File: src/rtl/dmem_bus_adapter_if.sv
// rtl/dmem_bus_adapter_if.sv - data-memory bus signal bundle between the adapter and the memory slave
interface dmem_bus_adapter_if;
    logic        cyc_o;
    logic        stb_o;
    logic        we_o;
    logic [29:0] adr_o;
    logic [31:0] dat_o;
    logic [3:0]  sel_o;
    logic [31:0] dat_i;
    logic        ack_i;
    logic        err_i;

    modport master (
        output cyc_o, stb_o, we_o, adr_o, dat_o, sel_o,
        input  dat_i, ack_i, err_i
    );

    modport slave (
        input  cyc_o, stb_o, we_o, adr_o, dat_o, sel_o,
        output dat_i, ack_i, err_i
    );
endinterface

File: src/rtl/dmem_bus_adapter.sv
// rtl/dmem_bus_adapter.sv - single-outstanding load/store adapter from the core EX stage to the data bus
module dmem_bus_adapter #(
    parameter logic [7:0] TIMEOUT_CYCLES = 8'd255
) (
    input  logic        clk_i,
    input  logic        reset_i,
    input  logic        req_i,
    input  logic        we_i,
    input  logic [31:0] addr_i,
    input  logic [31:0] wdata_i,
    input  logic [3:0]  wmask_i,
    output logic [31:0] rdata_o,
    output logic        stall_o,
    output logic        err_o,
    dmem_bus_adapter_if.master bus
);

    typedef enum logic [1:0] {IDLE, BUS, DONE} state_t;

    state_t      state_q, state_d;
    logic        cyc_q, cyc_d;
    logic        we_q, we_d;
    logic [29:0] adr_q, adr_d;
    logic [31:0] dat_q, dat_d;
    logic [3:0]  mask_q, mask_d;
    logic [31:0] rdata_q, rdata_d;
    logic        err_q, err_d;
    logic [7:0]  cnt_q, cnt_d;
    logic [7:0]  cnt_inc;
    logic        fault;

    // Byte offset is already folded into the lane-shifted data and mask.
    logic unused_addr_lsbs;
    assign unused_addr_lsbs = ^addr_i[1:0];

    assign cnt_inc = cnt_q + 8'd1;
    // A cycle without ack that would push the counter to the limit counts as a bus error.
    assign fault   = bus.err_i || (!bus.ack_i && (cnt_inc == TIMEOUT_CYCLES));

    always_comb begin
        state_d = state_q;
        cyc_d   = cyc_q;
        we_d    = we_q;
        adr_d   = adr_q;
        dat_d   = dat_q;
        mask_d  = mask_q;
        rdata_d = rdata_q;
        err_d   = 1'b0;
        cnt_d   = cnt_q;
        case (state_q)
            IDLE: begin
                if (req_i) begin
                    we_d    = we_i;
                    adr_d   = addr_i[31:2];
                    dat_d   = wdata_i;
                    mask_d  = wmask_i;
                    cnt_d   = 8'd0;
                    cyc_d   = 1'b1;
                    state_d = BUS;
                end
            end
            BUS: begin
                if (fault) begin
                    cyc_d   = 1'b0;
                    err_d   = 1'b1;
                    state_d = DONE;
                    if (!we_q) begin
                        rdata_d = 32'd0;
                    end
                end else if (bus.ack_i) begin
                    cyc_d   = 1'b0;
                    state_d = DONE;
                    if (!we_q) begin
                        rdata_d = bus.dat_i;
                    end
                end else begin
                    cnt_d = cnt_inc;
                end
            end
            DONE: begin
                state_d = IDLE;
            end
            default: begin
                cyc_d   = 1'b0;
                state_d = IDLE;
            end
        endcase
    end

    always_ff @(posedge clk_i) begin
        if (reset_i) begin
            state_q <= IDLE;
            cyc_q   <= 1'b0;
            we_q    <= 1'b0;
            adr_q   <= 30'd0;
            dat_q   <= 32'd0;
            mask_q  <= 4'd0;
            rdata_q <= 32'd0;
            err_q   <= 1'b0;
            cnt_q   <= 8'd0;
        end else begin
            state_q <= state_d;
            cyc_q   <= cyc_d;
            we_q    <= we_d;
            adr_q   <= adr_d;
            dat_q   <= dat_d;
            mask_q  <= mask_d;
            rdata_q <= rdata_d;
            err_q   <= err_d;
            cnt_q   <= cnt_d;
        end
    end

    always_comb begin
        case (state_q)
            IDLE:    stall_o = req_i;
            BUS:     stall_o = 1'b1;
            default: stall_o = 1'b0;
        endcase
    end

    assign rdata_o   = rdata_q;
    assign err_o     = err_q;
    assign bus.cyc_o = cyc_q;
    assign bus.stb_o = cyc_q;
    assign bus.we_o  = we_q;
    assign bus.adr_o = adr_q;
    assign bus.dat_o = dat_q;
    assign bus.sel_o = we_q ? mask_q : 4'hF;

endmodule

File: src/flat_wrapper.sv
// flat-port wrapper written by rule: the top's interface ports become plain ports
module dmem_bus_adapter_flat 
#(
    parameter logic [7:0] TIMEOUT_CYCLES = 8'd255
)
  (clk_i, reset_i, req_i, we_i, addr_i, wdata_i, wmask_i, rdata_o, stall_o, err_o, bus_cyc_o, bus_stb_o, bus_we_o, bus_adr_o, bus_dat_o, bus_sel_o, bus_dat_i, bus_ack_i, bus_err_i);
  dmem_bus_adapter_if bus_i ();
  input  logic clk_i;
  input  logic reset_i;
  input  logic req_i;
  input  logic we_i;
  input  logic [31:0] addr_i;
  input  logic [31:0] wdata_i;
  input  logic [3:0] wmask_i;
  output logic [31:0] rdata_o;
  output logic stall_o;
  output logic err_o;
  output wire logic [$bits(bus_i.cyc_o)-1:0] bus_cyc_o;
  output wire logic [$bits(bus_i.stb_o)-1:0] bus_stb_o;
  output wire logic [$bits(bus_i.we_o)-1:0] bus_we_o;
  output wire logic [$bits(bus_i.adr_o)-1:0] bus_adr_o;
  output wire logic [$bits(bus_i.dat_o)-1:0] bus_dat_o;
  output wire logic [$bits(bus_i.sel_o)-1:0] bus_sel_o;
  input wire logic [$bits(bus_i.dat_i)-1:0] bus_dat_i;
  input wire logic [$bits(bus_i.ack_i)-1:0] bus_ack_i;
  input wire logic [$bits(bus_i.err_i)-1:0] bus_err_i;
  assign bus_cyc_o = bus_i.cyc_o;
  assign bus_stb_o = bus_i.stb_o;
  assign bus_we_o = bus_i.we_o;
  assign bus_adr_o = bus_i.adr_o;
  assign bus_dat_o = bus_i.dat_o;
  assign bus_sel_o = bus_i.sel_o;
  assign bus_i.dat_i = bus_dat_i;
  assign bus_i.ack_i = bus_ack_i;
  assign bus_i.err_i = bus_err_i;
  dmem_bus_adapter #(.TIMEOUT_CYCLES(TIMEOUT_CYCLES)) u_core (.clk_i(clk_i), .reset_i(reset_i), .req_i(req_i), .we_i(we_i), .addr_i(addr_i), .wdata_i(wdata_i), .wmask_i(wmask_i), .rdata_o(rdata_o), .stall_o(stall_o), .err_o(err_o), .bus(bus_i));
endmodule
File: config.mk
export PLATFORM = sky130hd
export DESIGN_NAME = dmem_bus_adapter_flat
export DESIGN_NICKNAME = d
export VERILOG_FILES = /design/src/rtl/dmem_bus_adapter_if.sv /design/src/rtl/dmem_bus_adapter.sv /design/src/flat_wrapper.sv
export SDC_FILE = /design/constraint.sdc
export NUM_CORES = 1
export LEC_CHECK = 0
export ABC_CLOCK_PERIOD_IN_PS = 2100
export CORE_MARGIN = 2
export CORE_UTILIZATION = 39
export DETAILED_ROUTE_END_ITERATION = 10
export PLACE_DENSITY_LB_ADDON = 0.3
export REMOVE_ABC_BUFFERS = 1
export SKIP_CTS_REPAIR_TIMING = 1
export SLEW_MARGIN = 20
export SYNTH_ARGS = -nofsm -noshare
export SYNTH_HDL_FRONTEND = slang
export SYNTH_SLANG_ARGS = --single-unit
File: constraint.sdc
create_clock -name clk_i -period 2.1 [get_ports clk_i]
set_input_delay 0.63 -clock clk_i [delete_from_list [all_inputs] [get_ports clk_i]]
set_output_delay 0.63 -clock clk_i [all_outputs]
set_load 0.02 [all_outputs]
==> results of run 1 <==
==> cell usage after synthesis, types with 3 or more instances <==
master    count  share of area, %
buf_2         5              0.62
or3_1         3              0.47
clkbuf_1     26               2.4
nand2b_1      7               1.1
nand3_1       3              0.37
and3_1        3              0.47
o21ai_0       4              0.50
nor2_1        9              0.84
nor2b_1       3              0.47
dfxtp_1     111                55
a31oi_1       4              0.62
a22o_1       32               7.0
a21oi_1      71               8.9
nand2_1     141                13
buf_6         3              0.84
==> per-stage QoR <==
step | cells | setup WS, ns | hold slack [ns] | TNS, ns
final | 814 | 0.0270 | 0.458 | 0
after global routing | 814 | -0.00907 | 0.478 | -0.00907
after CTS | 804 | -0.404 | 0.459 | -15.09
after detailed placement | 789 | -0.701 | 0.446 | -56.03
after global placement | 789 | -0.656 | 0.439 | -52.18
after floorplan | 424 | -2.67 | 0.425 | -174.39
==> per-layer routing <==
layer / up-vias / wire length [um] / global-route usage, %
met5: - / 0 / 0
met3: 30 / 734 / 5.44
met1: 1914 / 5050 / 22.5
met4: 0 / 357 / 9.81
met2: 128 / 6630 / 37.0
li1: 1989 / - / -
==> power by group through the flow <==
stage	Sequential, mW	Clock, mW	Combinational [mW]
floorplan	2.44	0	0.237
global placement	2.32	0	0.899
detailed placement	2.33	0	0.916
CTS	2.28	1.21	0.919
global route	2.29	1.29	1.09
finish	2.28	1.18	1.02
==> flip-flops by register name, indices dropped and copies added (netlist names) <==
name / flops
u_core.err_o: 1
u_core.bus.we_o: 1
u_core.cnt_q: 8
u_core.bus.cyc_o: 1
u_core.mask_q: 4
u_core.bus.dat_o: 32
u_core.rdata_o: 32
u_core.state_q: 2
u_core.bus.adr_o: 30
==> cells by family after synthesis <==
| family | after synthesis | synth area share (%) |
|---|---|---|
| AND/OR/NAND/NOR | 184 | 19.6 |
| AO/OA/AOI/OAI | 124 | 19.8 |
| flip-flops | 111 | 55.4 |
| buffers and inverters | 36 | 4.18 |
| adder cells (fa/ha/maj) | 2 | 0.624 |
| XOR/XNOR | 1 | 0.218 |
| multiplexers | 1 | 0.250 |
==> worst register-to-register path, delay by kind of cell (launching register included) <==
family           cells  cell delay, ns
flip-flops           1            0.39
AND/OR/NAND/NOR      2            0.61
AO/OA/AOI/OAI        4            0.98
==> cell type report <==
class | instances | area, um2 | area share (%)
inverters | 1 | 3.75 | 0.0556
repair buffers | 238 | 2500 | 37.0
multi-input cells | 313 | 1680 | 24.9
clock inverters | 2 | 16.3 | 0.241
clock buffers | 13 | 159 | 2.35
well taps | 136 | 170 | 2.52
flip-flops and latches | 111 | 2230 | 33.0
==> path summary, 6_finish.rpt <==
kind	start	cells past startpoint	to	slack, ns
worst min register to register	u_core.bus.dat_o[27]$_SDFFE_PP0P_	2	u_core.bus.dat_o[27]$_SDFFE_PP0P_	0.46
worst min-delay path	u_core.bus.dat_o[27]$_SDFFE_PP0P_	2	u_core.bus.dat_o[27]$_SDFFE_PP0P_	0.46
worst max register to register	u_core.cnt_q[1]$_SDFFE_PP0P_	6	u_core.bus.cyc_o$_SDFFE_PP0P_	0.06
worst max-delay path	u_core.bus.cyc_o$_SDFFE_PP0P_	1	bus_cyc_o	0.03
==> out/results.ini, run 1 <==
[clocking]
numCtsBuffers = 9
cts_sinks = 111
clockBufferDepth = 2
htree_levels = 3
root_buffer = clkbuf_8
clk-insertion-delay-late_ns = 0.37
cts_tree = yes
clk_pin_slew_ns = 0.10

[grt]
grt_first_pass_wirelength_um = 18500
antenna_found_initial = 0
grt_max_degree = 69
grt_overflow = 0
grt.total_usage_pct = 20.6
grt_pass1_vias = 3926

[sta]
worstMarginPinSlew_ns = 0.468
fin_crit_sh_pct = 98.7
setup_violations = 0
final_hold_viol_count = 0
grt_setup_unrepaired = yes
final.setup_skew_ns = 0.0120
slew_headroom_pct = 68.7
min_period_ns = 2.07
slew_violations = 0
max_freq_mhz = 482

[pwr]
combPwrFrac_pct = 22.8
irDropWorstVdd_v = 0.000436
power.internal_mw = 3.25
leakagePower_nw = 2.55
pwr-share-clk_pct = 26.3
power_switching_mw = 1.22
pwr_density_cell_mw_per_mm2 = 662
p_sw_share_pct = 27.3
power_frac_seq_pct = 50.9
power_mw = 4.47

[die]
initial_core_util_pct = 39.6
core.rowCount = 37
die_h_um = 105
coreArea_mm2 = 0.0101
die_x_um = 105
num_io_pins = 209
dieArea_mm2 = 0.0111

[logic_synthesis]
yosysUniqueCellTypes = 41
avgSynthCellArea_um2 = 8.74
synth_enable_flop_cells = 0
synth_seq_cells = 111
netlist_area_mm2 = 0.00401
syn_inst = 459
synth_ff_type = dfxtp_1
ys_warn_count = 0
seq_area_frac_synth_pct = 55.4
async_reset_ff_share_pct = 0

[placement]
place_area_mm2 = 0.00631
port_buffers = 206
dp_hpwl_um = 8690
routabilityCongestion = 0.801

[setup_path]
path_class = reg -> out
endpoint_kind = output port
critPathMaxFanout = 4
crit_buf_inv = 1
cp_slowest_cell = clkdlybuf4s50_1
worst_ep_required_time_ns = 1.47
arrival_ns = 1.44
worstSetupStartpointType = flop
path_delay_family = buffers and inverters
crit_chain = clkdlybuf4s50_1
crit_path_max_incr_delay_ns = 0.64

[finish]
insertedDiodeCount = 0
finish.utilization_pct = 66.6
drive_above_1_share_pct = 9.59
finalInstanceArea_mm2 = 0.00676
fillCellCount = 789
layout_commonest_cell = clkdlybuf4s50_1
areaGrowthSynthToFinish_pct = 68.5
num-nets-final = 782
layout_common_cells = clkdlybuf4s50_1 (198), nand2_1 (141), dfxtp_1 (108)

[routing]
dr_total_vias = 4061
drt-initial-drc-count = 203
drc_errors = 0
via_per_inst = 4.99
wl_um = 12800
wl_per_cell_um = 15.7
drt_pass1_iterations = 4
ant_nets = 0

[worst_hold_path]
hp-class = reg -> reg

[flow_run]
cap_violations = 0

[status]
status = completed

No activity file was read; power rests on OpenSTA's default activity.
==> run 2: changes to the inputs <==
Settings changed: CORE_UTILIZATION 39 to 30.
==> run 2 against run 1 <==
- register-to-register slack worse by 0.07 ns
- critical endpoint is now u_core.bus.cyc_o$_SDFFE_PP0P_
- largest cell class unchanged
- critical path type is now reg -> reg
- the run now ends with setup timing left
- critical path depth is 8 higher
- worst setup slack worse by 0.037 ns
- sequential power hardly changed
- die area is 29% higher
- sequential share of layout area is 0.25 points lower
==> out/results.ini, run 2 (synthesis gave the netlist of run 1 again) <==
[sta]
grt_setup_unrepaired = yes
final.setup_skew_ns = 0.00799
setup_ws_ns = -0.00972
setup_violations = 1
final_hold_viol_count = 0
slew_headroom_pct = 61.8
max_freq_mhz = 474
slew_violations = 0
fin_crit_sh_pct = 100
min_period_ns = 2.11
worstMarginPinSlew_ns = 0.573

[pwr]
pwr_density_cell_mw_per_mm2 = 719
leakagePower_nw = 2.56
power_mw = 4.90
irDropWorstVdd_v = 0.000522

[grt]
grt_max_degree = 54
met3_usage_pct = 4.66
grt_overflow = 0
grt.busiest_layer = met2
grt_first_pass_wirelength_um = 18800
antenna_found_initial = 0
grt.total_usage_pct = 16.4
grt_pass1_vias = 3811
grt.met2_usage_pct = 28.0
gr-usage-met1_pct = 18.5

[placement]
routabilityCongestion = 0.774
place_area_mm2 = 0.00638
dp_hpwl_um = 8560
port_buffers = 206

[setup_path]
path_class = reg -> reg
worst_ep_required_time_ns = 2.38
critPathMaxFanout = 5
arrival_ns = 2.39
worstSetupStartpointType = flop
endpoint_kind = flop

[routing]
drc_errors = 0
via_per_inst = 4.76
drt-initial-drc-count = 151
wl_per_cell_um = 14.3
dr_total_vias = 4055
wl_um = 12200
drt_pass1_iterations = 4
ant_nets = 0

[finish]
layout_common_cells = clkdlybuf4s50_1 (197), nand2_1 (139), dfxtp_1 (107)
layout_commonest_cell = clkdlybuf4s50_1
fillCellCount = 1194
drive_above_1_share_pct = 10.2
num-nets-final = 779
seqCellArea_mm2 = 0.00223
finalInstanceArea_mm2 = 0.00682
insertedDiodeCount = 0
multi_input_comb_area_mm2 = 0.00169
areaGrowthSynthToFinish_pct = 70.0

[clocking]
clockBufferDepth = 2
htree_levels = 3
root_buffer = clkbuf_16
clk-insertion-delay-late_ns = 0.35
numCtsBuffers = 9
cts_sinks = 111
clk_pin_slew_ns = 0.08
cts_tree = yes

[worst_hold_path]
hp-class = reg -> reg

[die]
coreArea_mm2 = 0.0131
initial_core_util_pct = 30.5
core.rowCount = 42
die_h_um = 120
dieArea_mm2 = 0.0143
num_io_pins = 209
die_x_um = 120

[status]
violations = setup timing
status = finished with violations

[flow_run]
cap_violations = 0

-- run 2: cell count changes in the layout (fill, tap and decap cells not counted), moves of 2 or more --
cell       before  now
buf_4          18   22
buf_6           3    1
clkbuf_1        2    0
clkbuf_16       5    9
clkbuf_8       11    2
nand2_1       141  139
nand2_2         0    2
-- run 2: final cells by class --
type                            instances  share of cell area [%]
Timing Repair Buffer                  235                    34.9
Sequential cell                       111                    32.7
Multi-Input combinational cell        313                    24.7
Clock buffer                           11                    3.71
Tap cell                              176                    3.23
Clock inverter                          5                   0.606
Inverter                                1                  0.0551
-- run 2: power breakdown --
group          internal, mW  leakage [nW]  switching, mW
clock network         0.879         0.138          0.802
registers              2.21         0.908         0.0618
logic                 0.496          1.51          0.449
total                  3.59          2.56           1.31
-- run 2: per-layer routing --
layer  vias up  wire [um]
met2       129       6220
met4         0        391
met5         -          0
met3        28        694
met1      1917       4910
li1       1981          -
-- run 2: final timing paths --
check / startpoint / to / slack, ns / depth (start not counted)
worst max-delay path: u_core.cnt_q[1]$_SDFFE_PP0P_ / u_core.bus.cyc_o$_SDFFE_PP0P_ / -0.01 / 9
worst min-delay path: u_core.bus.adr_o[26]$_SDFFE_PP0P_ / u_core.bus.adr_o[26]$_SDFFE_PP0P_ / 0.45 / 2
worst max register to register: u_core.cnt_q[1]$_SDFFE_PP0P_ / u_core.bus.cyc_o$_SDFFE_PP0P_ / -0.01 / 9
worst min register to register: u_core.bus.adr_o[26]$_SDFFE_PP0P_ / u_core.bus.adr_o[26]$_SDFFE_PP0P_ / 0.45 / 2
-- run 2: critical path, cell delays in order (launching register included) --
cell and delay, ns:
dfxtp_4 0.37, buf_4 0.13, ha_2 0.16, nand2_2 0.06
nor4b_1 0.05, a21o_1 0.17, a311o_2 0.40, buf_6 0.13
or3b_1 0.39, a31oi_2 0.19
-- run 2: stage by stage --
| step | worst slack [ns] | hold WS [ns] | utilization (%) | setup TNS (ns) | instances |
|---|---|---|---|---|---|
| floorplan | -2.67 | 0.425 | - | -174.39 | 424 |
| global placement | -0.668 | 0.438 | 48.6 | -54.94 | 831 |
| detailed placement | -0.729 | 0.446 | 48.6 | -58.24 | 831 |
| CTS | -0.413 | 0.456 | 50.8 | -18.37 | 847 |
| global route | -0.0746 | 0.472 | 51.9 | -0.897 | 852 |
| finish | -0.00972 | 0.453 | 51.9 | -0.00972 | 852 |
==> run 3: changes to the inputs <==
Settings changed: CORE_MARGIN 2 to 5, GPL_ROUTABILITY_DRIVEN set to 0.
==> run 3 against run 2 <==
- largest cell class unchanged
- sequential power barely moved
- global-route usage shrank 0.35 points
- critical path depth fell by 1
- flip-flop and latch count unchanged
- clock power is 14% higher
- the run now ends clean
- critical path type unchanged
- worst setup slack better by 0.061 ns
==> out/results.ini, run 3 (synthesis gave the netlist of run 1 again) <==
[placement]
port_buffers = 206
pre_cts_ws_ns = -0.788
dp_hpwl_um = 9670
place_area_mm2 = 0.00638
placedCellCount = 831

[pwr]
irDropWorstVdd_v = 0.000396
leakagePower_nw = 2.58
pwr_density_cell_mw_per_mm2 = 749

[die]
die_h_um = 126
core.rowCount = 42
die_x_um = 126
num_io_pins = 209
coreArea_mm2 = 0.0132
initial_core_util_pct = 30.4
dieArea_mm2 = 0.0158

[worst_hold_path]
holdCritStartpoint = u_core.bus.adr_o[18]$_SDFFE_PP0P_
hp-class = reg -> reg

[finish]
fillCellCount = 1228
layout_common_cells = clkdlybuf4s50_1 (197), nand2_1 (140), dfxtp_1 (108)
finish.utilization_pct = 52.1
multi_input_comb_area_mm2 = 0.00168
finalNonFillerCells = 850
insertedDiodeCount = 0
areaGrowthSynthToFinish_pct = 71.2
finalInstanceArea_mm2 = 0.00687
num-nets-final = 778
seqCellArea_mm2 = 0.00223
drive_above_1_share_pct = 9.35
layout_commonest_cell = clkdlybuf4s50_1

[sta]
slew_violations = 0
grt_setup_unrepaired = no
final.setup_skew_ns = 0.00692
worstMarginPinSlew_ns = 0.477
min_period_ns = 2.05
final_hold_viol_count = 0
slew_headroom_pct = 68.1
fin_crit_sh_pct = 97.5
max_freq_mhz = 488
setup_violations = 0
setup_ws_ns = 0.0515

[clocking]
htree_levels = 3
clk-insertion-delay-late_ns = 0.35
clk_pin_slew_ns = 0.07
cts_sinks = 111
clockBufferDepth = 2
root_buffer = clkbuf_16
cts_tree = yes
numCtsBuffers = 9

[setup_path]
crit_start = u_core.cnt_q[1]$_SDFFE_PP0P_
endpoint_kind = flop
arrival_ns = 2.33
worstSetupStartpointType = flop
worstReg2RegStart = u_core.cnt_q[1]$_SDFFE_PP0P_
critPathMaxFanout = 5
worst_ep_required_time_ns = 2.38
path_class = reg -> reg

[routing]
ant_nets = 0
drt_pass1_iterations = 4
wl_um = 13300
drt-initial-drc-count = 144
via_per_inst = 4.73
drc_errors = 0
wl_per_cell_um = 15.7
dr_total_vias = 4024

[grt]
grt.total_usage_pct = 16.0
grt_max_degree = 40
antenna_found_initial = 0
grt_pass1_vias = 4105
grt_overflow = 0
grt_first_pass_wirelength_um = 20700

[status]
status = completed

[flow_run]
cap_violations = 0

## run 3: cell types whose count changed in the layout (fill, tap and decap cells not counted), moves of 2 or more
cell / delta
clkinv_4: -2
buf_4: -3
clkbuf_8: -2
bufinv_16: +3
## run 3: layout make-up
| class | instances | area share, % |
|---|---|---|
| clock buffer | 9 | 3.28 |
| sequential | 111 | 32.5 |
| timing repair buffer | 234 | 34.9 |
| tap | 176 | 3.21 |
| multi-input combinational | 313 | 24.5 |
| inverter | 1 | 0.0547 |
| clock inverter | 6 | 1.60 |
## run 3: final timing paths
path	end	slack (ns)	depth (start not counted)
worst max-delay path	u_core.bus.cyc_o$_SDFFE_PP0P_	0.05	8
worst min-delay path	u_core.bus.adr_o[18]$_SDFFE_PP0P_	0.46	2
worst max register to register	u_core.bus.cyc_o$_SDFFE_PP0P_	0.05	8
worst min register to register	u_core.bus.adr_o[18]$_SDFFE_PP0P_	0.46	2
## run 3: worst max-delay path, stage by stage, from the launching register on
cell	delay, ns
dfxtp_2	0.35
buf_4	0.13
ha_1	0.18
nand2_2	0.10
nor4b_2	0.06
a21o_1	0.19
a311o_2	0.43
or3b_1	0.38
a31oi_2	0.16
## run 3: metal layers
metal	global-route usage, %	vias up	part of all wire, %
li1	-	1978	-
met1	17.6	1908	39
met2	28.5	108	52
met3	4.40	30	5.6
met4	8.04	0	3.4
met5	0	-	0
## run 3: through the flow
stage | setup TNS [ns] | power, mW | hold WS (ns)
finish | 0 | 5.14 | 0.455
global route | 0 | 5.38 | 0.470
CTS | -18.11 | 5.18 | 0.458
detailed placement | -56.62 | 3.25 | 0.448
global placement | -51.68 | 3.23 | 0.440
floorplan | -174.39 | 2.68 | 0.425
## run 3: report_power, final
| group | switching (mW) | total (mW) | internal, mW | leakage, nW |
|---|---|---|---|---|
| registers | 0.0627 | 2.28 | 2.21 | 0.907 |
| clock network | 0.753 | 1.91 | 1.16 | 0.158 |
| logic | 0.457 | 0.956 | 0.498 | 1.52 |
